===== src/rtl/amdc_ecs_sample_averager.sv =====
// Boxcar averager for eddy-current sensor X/Y samples: captures on the rising edge of the
// SPI master's done flag, averages a power-of-two window, and latches results with ready/ack.
module amdc_ecs_sample_averager #(
    parameter int DATA_W   = 18,
    parameter int MAX_LOG2 = 7
) (
    input  logic              clk,
    input  logic              rst_n,
    input  logic              enable,
    input  logic [2:0]        avg_log2,
    input  logic              done,
    input  logic [DATA_W-1:0] sensor_data_x,
    input  logic [DATA_W-1:0] sensor_data_y,
    input  logic              ack,
    input  logic              clr_overrun,
    output logic [DATA_W-1:0] avg_x,
    output logic [DATA_W-1:0] avg_y,
    output logic              avg_valid,
    output logic              data_ready,
    output logic              overrun,
    output logic [15:0]       sample_count
);
    localparam int ACC_W = DATA_W + MAX_LOG2;
    localparam int CNT_W = MAX_LOG2 + 1;

    // state  | meaning
    // S_IDLE | averaging disabled, window state held cleared
    // S_ACC  | accumulating samples of the current window
    // S_DUMP | window complete, latch the shifted sums (one cycle)
    typedef enum logic [1:0] {S_IDLE, S_ACC, S_DUMP} state_t;

    state_t                  state, state_nxt;
    logic                    done_d, smp_vld;
    logic [DATA_W-1:0]       smp_x, smp_y;
    logic signed [ACC_W-1:0] acc_x, acc_y;
    logic [CNT_W-1:0]        win_cnt;
    logic [2:0]              n_lat;

    logic                    smp_take, acc_add, acc_clr, dump, win_last;
    logic [2:0]              win_log2;
    logic [CNT_W-1:0]        win_size;
    logic signed [ACC_W-1:0] ext_x, ext_y, shf_x, shf_y;

    assign smp_take = done & ~done_d & enable;
    // The exponent is only sampled on the first sample of a window; later changes wait.
    assign win_log2 = (win_cnt == '0) ? avg_log2 : n_lat;
    assign win_size = CNT_W'(1) << win_log2;
    assign win_last = (win_cnt + CNT_W'(1)) == win_size;
    assign ext_x    = {{MAX_LOG2{smp_x[DATA_W-1]}}, smp_x};
    assign ext_y    = {{MAX_LOG2{smp_y[DATA_W-1]}}, smp_y};
    assign shf_x    = acc_x >>> n_lat;
    assign shf_y    = acc_y >>> n_lat;

    always_ff @(posedge clk or negedge rst_n) begin
        if (!rst_n) state <= S_IDLE;
        else        state <= state_nxt;
    end

    always_comb begin
        state_nxt = state;
        acc_add   = 1'b0;
        acc_clr   = 1'b0;
        dump      = 1'b0;
        unique case (state)
            S_IDLE: begin
                acc_clr = 1'b1;
                if (enable) state_nxt = S_ACC;
            end
            S_ACC: begin
                if (!enable) begin
                    acc_clr   = 1'b1;
                    state_nxt = S_IDLE;
                end else if (smp_vld) begin
                    acc_add = 1'b1;
                    if (win_last) state_nxt = S_DUMP;
                end
            end
            S_DUMP: begin
                dump      = 1'b1;
                acc_clr   = 1'b1;
                state_nxt = enable ? S_ACC : S_IDLE;
            end
            default: state_nxt = S_IDLE;
        endcase
    end

    always_ff @(posedge clk or negedge rst_n) begin
        if (!rst_n) begin
            done_d       <= 1'b0;
            smp_vld      <= 1'b0;
            smp_x        <= '0;
            smp_y        <= '0;
            sample_count <= '0;
            acc_x        <= '0;
            acc_y        <= '0;
            win_cnt      <= '0;
            n_lat        <= '0;
            avg_x        <= '0;
            avg_y        <= '0;
            avg_valid    <= 1'b0;
            data_ready   <= 1'b0;
            overrun      <= 1'b0;
        end else begin
            done_d <= done;

            if (smp_take) begin
                smp_x        <= sensor_data_x;
                smp_y        <= sensor_data_y;
                smp_vld      <= 1'b1;
                sample_count <= sample_count + 16'd1;
            end else if (acc_add || !enable) begin
                smp_vld <= 1'b0;
            end

            if (acc_clr) begin
                acc_x   <= '0;
                acc_y   <= '0;
                win_cnt <= '0;
            end else if (acc_add) begin
                acc_x   <= acc_x + ext_x;
                acc_y   <= acc_y + ext_y;
                win_cnt <= win_cnt + CNT_W'(1);
                if (win_cnt == '0) n_lat <= avg_log2;
            end

            avg_valid <= dump;
            if (dump) begin
                avg_x <= shf_x[DATA_W-1:0];
                avg_y <= shf_y[DATA_W-1:0];
            end

            // A fresh result keeps data_ready high even if the reader acks in the same cycle.
            if (dump)     data_ready <= 1'b1;
            else if (ack) data_ready <= 1'b0;

            if (dump && data_ready && !ack) overrun <= 1'b1;
            else if (clr_overrun)           overrun <= 1'b0;
        end
    end
endmodule


===== config.mk =====
export PLATFORM = sky130hd
export DESIGN_NAME = amdc_ecs_sample_averager
export DESIGN_NICKNAME = d
export VERILOG_FILES = /design/src/rtl/amdc_ecs_sample_averager.sv
export SDC_FILE = /design/constraint.sdc
export NUM_CORES = 1
export LEC_CHECK = 0
export ABC_AREA = 1
export BUFFER_PORTS_ARGS = -buffer_cell sky130_fd_sc_hd__buf_2
export CAP_MARGIN = 10
export CORE_MARGIN = 5
export CORE_UTILIZATION = 60
export CTS_BUF_LIST = sky130_fd_sc_hd__clkbuf_8
export DETAILED_ROUTE_END_ITERATION = 10
export PLACE_DENSITY = 0.81
export SETUP_SLACK_MARGIN = 0.1
export SYNTH_ARGS = -nofsm -noshare
export SYNTH_HDL_FRONTEND = slang
export SYNTH_SLANG_ARGS = --single-unit

===== constraint.sdc =====
create_clock -name clk -period 5 [get_ports clk]
set_input_delay 0.25 -clock clk [delete_from_list [all_inputs] [get_ports clk]]
set_output_delay 0.25 -clock clk [all_outputs]
set_load 0.05 [all_outputs]

==> run_results.csv <==
group,metric,value,unit
status,status,"complete, no violations",
grt,grt_overflow,0,
sta,maxSlewViolCount,0,
clock_tree,cts_tree,"built",
clock_tree,h-tree-depth,4,
place,pre_cts_ws,2.06,ns
grt,met3_usage,4.49,%
sta,min_period_over_period,60.5,%
worst_setup_path,cp_slowest_cell,"clkinv_1",
yosys,ys_seq_elements,156,
hold_path,min_to,"smp_x[6]",
sta,timing.fmax,330,MHz
finish,fin_util,69.3,%
floorplanning,ios,100,
clock_tree,clock_sinks,156,
grt,groute.usage.overall,27.1,%
worst_setup_path,required,5.35,ns
floorplanning,die_h,139,µm
yosys,synth_nets,1448,
finish,fin_area,11400,µm²
clock_tree,cts_setup_buffers,0,
pwr,pwr-share-comb,29.2,%
grt,antenna_found_initial,0,
pwr,sw_frac_of_total,38.3,%
pwr,vdd_ir_drop_max,0.331,mV
drt,wl,26.2,mm
worst_setup_path,critPathArrivalTime,3.38,ns
worst_setup_path,cp-startpoint,"state[0]",
grt,use_met1,43.1,%
floorplanning,core,16500,µm²
yosys,syn_area_per_cell,7.44,µm²
sta,final-setup-viol-count,0,
sta,hold_ws,0.0103,ns
finish,stdcell_count,1692,
hold_path,hold_class,"in -> reg",
floorplanning,rows,47,
worst_setup_path,r2r_cells,9,
hold_path,holdPathStages,3,
place,gp_congestion,0.921,
drt,wire_per_inst,15.5,µm
yosys,synth_ff_type,"dfrtp_1",
worst_setup_path,crit_type,"reg -> reg",
drt,drc,0,
yosys,yosys_warnings,0,
finish,drive_gt1_share,11.8,%
worst_setup_path,r2r-end,"acc_y[3]",
job,drv_cap,0,
sta,setup_ws,1.97,ns
grt,grt_max_degree,69,
drt,ant_nets,0,
worst_setup_path,cp_slowest_stage_delay,0.76,ns
sta,fin_worst_skew,0.0100,ns
drt,first_pass_iters,5,
finish,mostFrequentLayoutCells,"nand2_1 (358), o21ai_0 (199), dfrtp_1 (155)",
worst_setup_path,crit_family,"buffers and inverters",
place,portBuffers,99,
pwr,pwr-share-clk,28.4,%
sta,worst_pin_slew,1.15,ns
pwr,power_frac_seq,42.4,%
yosys,seq_area_frac_synth,38.9,%
worst_setup_path,startpoint_type,"register",
pwr,p_per_area,314,nW/µm²
sta,fin_setup_tns,0,ns
grt,grt_pass1_vias,8686,
yosys,syn-instance-count,1350,
yosys,synth-edff-count,0,
grt,met2_usage,38.6,%
place,dp.cells,1626,
floorplanning,initial_core_util,60.8,%
floorplanning,dieArea,19400,µm²
worst_setup_path,r2r-start,"state[0]",
drt,num_vias,9610,
pwr,total_power,3.60,mW
worst_setup_path,cp_num_buf_inv,5,
grt,top_usage_layer,"met1",
worst_setup_path,path_cells,"inv_1, nor2_1, inv_1, nor2_1, buf_4, inv_2, nand2_2, clkinv_1, a32o_1",
worst_setup_path,worst-r2r-setup-slack,1.97,ns
sta,rsz0062_at_grt,"no",
yosys,syn_area,10000,µm²
clock_tree,clockBufferDepth,2,
floorplanning,die_w,139,µm
worst_setup_path,worst-path-max-fanout,42,
clock_tree,insertion_delay,0.46,ns
yosys,ys_async_sr_fraction,100,%
finish,final_common_cell,"nand2_1",
finish,insertedDiodeCount,0,
clock_tree,cts-root-buf,"clkbuf_8",
drt,viasPerCell,5.68,
place,dp_hpwl,19.2,mm
pwr,power.leakage,5.81,nW
clock_tree,path_clk_slew,0.09,ns
worst_setup_path,end_kind,"register",
finish,nNetsFinal,1557,
grt,grt_pass1_wl,43.6,mm
yosys,ys_types,46,
sta,relSlewSlack,22.6,%
hold_path,min_from,"sensor_data_x[6]",
pwr,power.switching,1.38,mW
place,detailed_place.area,10700,µm²
pwr,intPower,2.22,mW
sta,fin_crit,3.03,ns
finish,syn_to_final_growth,14.0,%
sta,finalHoldViolCount,0,
clock_tree,cts_inserted_buffers,17,
drt,drt_iter0_drc,970,
logic make-up (layout without fill, tap and decap cells):
| logic type | count (synthesis) | after routing | synth area share (%) |
|---|---|---|---|
| muxes | 25 | 25 | 2.49 |
| xor gates and xnor gates | 25 | 25 | 2.18 |
| buffers and inverters | 166 | 288 | 6.32 |
| AOI/OAI and AO/OA | 374 | 374 | 20.5 |
| DFF | 156 | 156 | 38.9 |
| and+or+nand+nor | 551 | 551 | 22.9 |
| adders and majority gates | 53 | 53 | 6.75 |
tightest hold or removal path: stages:
cell,delay [ns]
buf_2,0.09
nand2_1,0.05
nand2_1,0.05
state kept, by name, indices dropped and copies added, names as in the netlist, 8 cells and up:
signal / flops
acc_x: 25
acc_y: 25
avg_x: 18
avg_y: 18
smp_x: 18
smp_y: 18
sample_count: 16
win_cnt: 8
area by class of cell:
type,instances,area [µm²]
Clock buffer,19,262
Clock inverter,13,165
Fill cell,1403,5080
Inverter,116,435
Multi-Input combinational cell,1028,5510
Sequential cell,156,3910
Tap cell,220,275
Timing Repair Buffer,140,895
synthesized netlist by cell type, types with 3 or more instances:
cell type	instances	share of area (%)
nand2_1	358	13
o21ai_0	199	9.9
dfrtp_1	156	39
inv_1	105	3.9
a21oi_1	98	4.9
nor2_1	98	3.7
ha_1	51	6.4
nand3_1	44	2.2
clkbuf_1	36	1.3
mux2i_1	25	2.5
xor2_1	19	1.7
o22a_1	18	1.6
o22ai_1	16	1.0
a21o_1	14	1.0
nor3_1	11	0.55
o211ai_1	11	0.82
buf_2	9	0.45
inv_2	8	0.30
nand2_2	8	0.50
o21ai_1	8	0.40
nand4_1	7	0.44
nor2_2	7	0.44
xnor2_1	6	0.52
buf_1	5	0.19
nor4_1	4	0.25
clkinv_1	3	0.11
nand3b_1	3	0.22
power by group through the flow:
stage | registers [mW] | clock network, mW | logic [mW]
2_1_floorplan | 1.63 | 0 | 0.671
3_3_place_gp | 1.54 | 0 | 0.998
3_5_place_dp | 1.55 | 0 | 1.02
4_1_cts | 1.52 | 1.03 | 1.04
5_1_grt | 1.54 | 1.10 | 1.17
6_report | 1.52 | 1.02 | 1.05
per-layer routing:
layer	part of all wire [%]	wire length (µm)
met3	8.4	2190
met2	41	10700
met5	0	0
met4	1.3	329
met1	49	13000
worst max path at each step:
stage | endpoint | cells past startpoint
after floorplan | acc_y[24] | 13
after global placement | acc_y[3] | 9
after detailed placement | acc_y[3] | 9
after CTS | acc_y[3] | 9
after global routing | acc_y[3] | 9
final | acc_y[3] | 9
timing repair:
| item | CTS | global route |
|---|---|---|
| resized for setup | 0 | 0 |
| endpoints found under the hold margin | 64 | 1 |
| hold buffers | 33 | 1 |
| endpoints found under the setup margin | 0 | 0 |
Power figures use the tool's default switching activity.
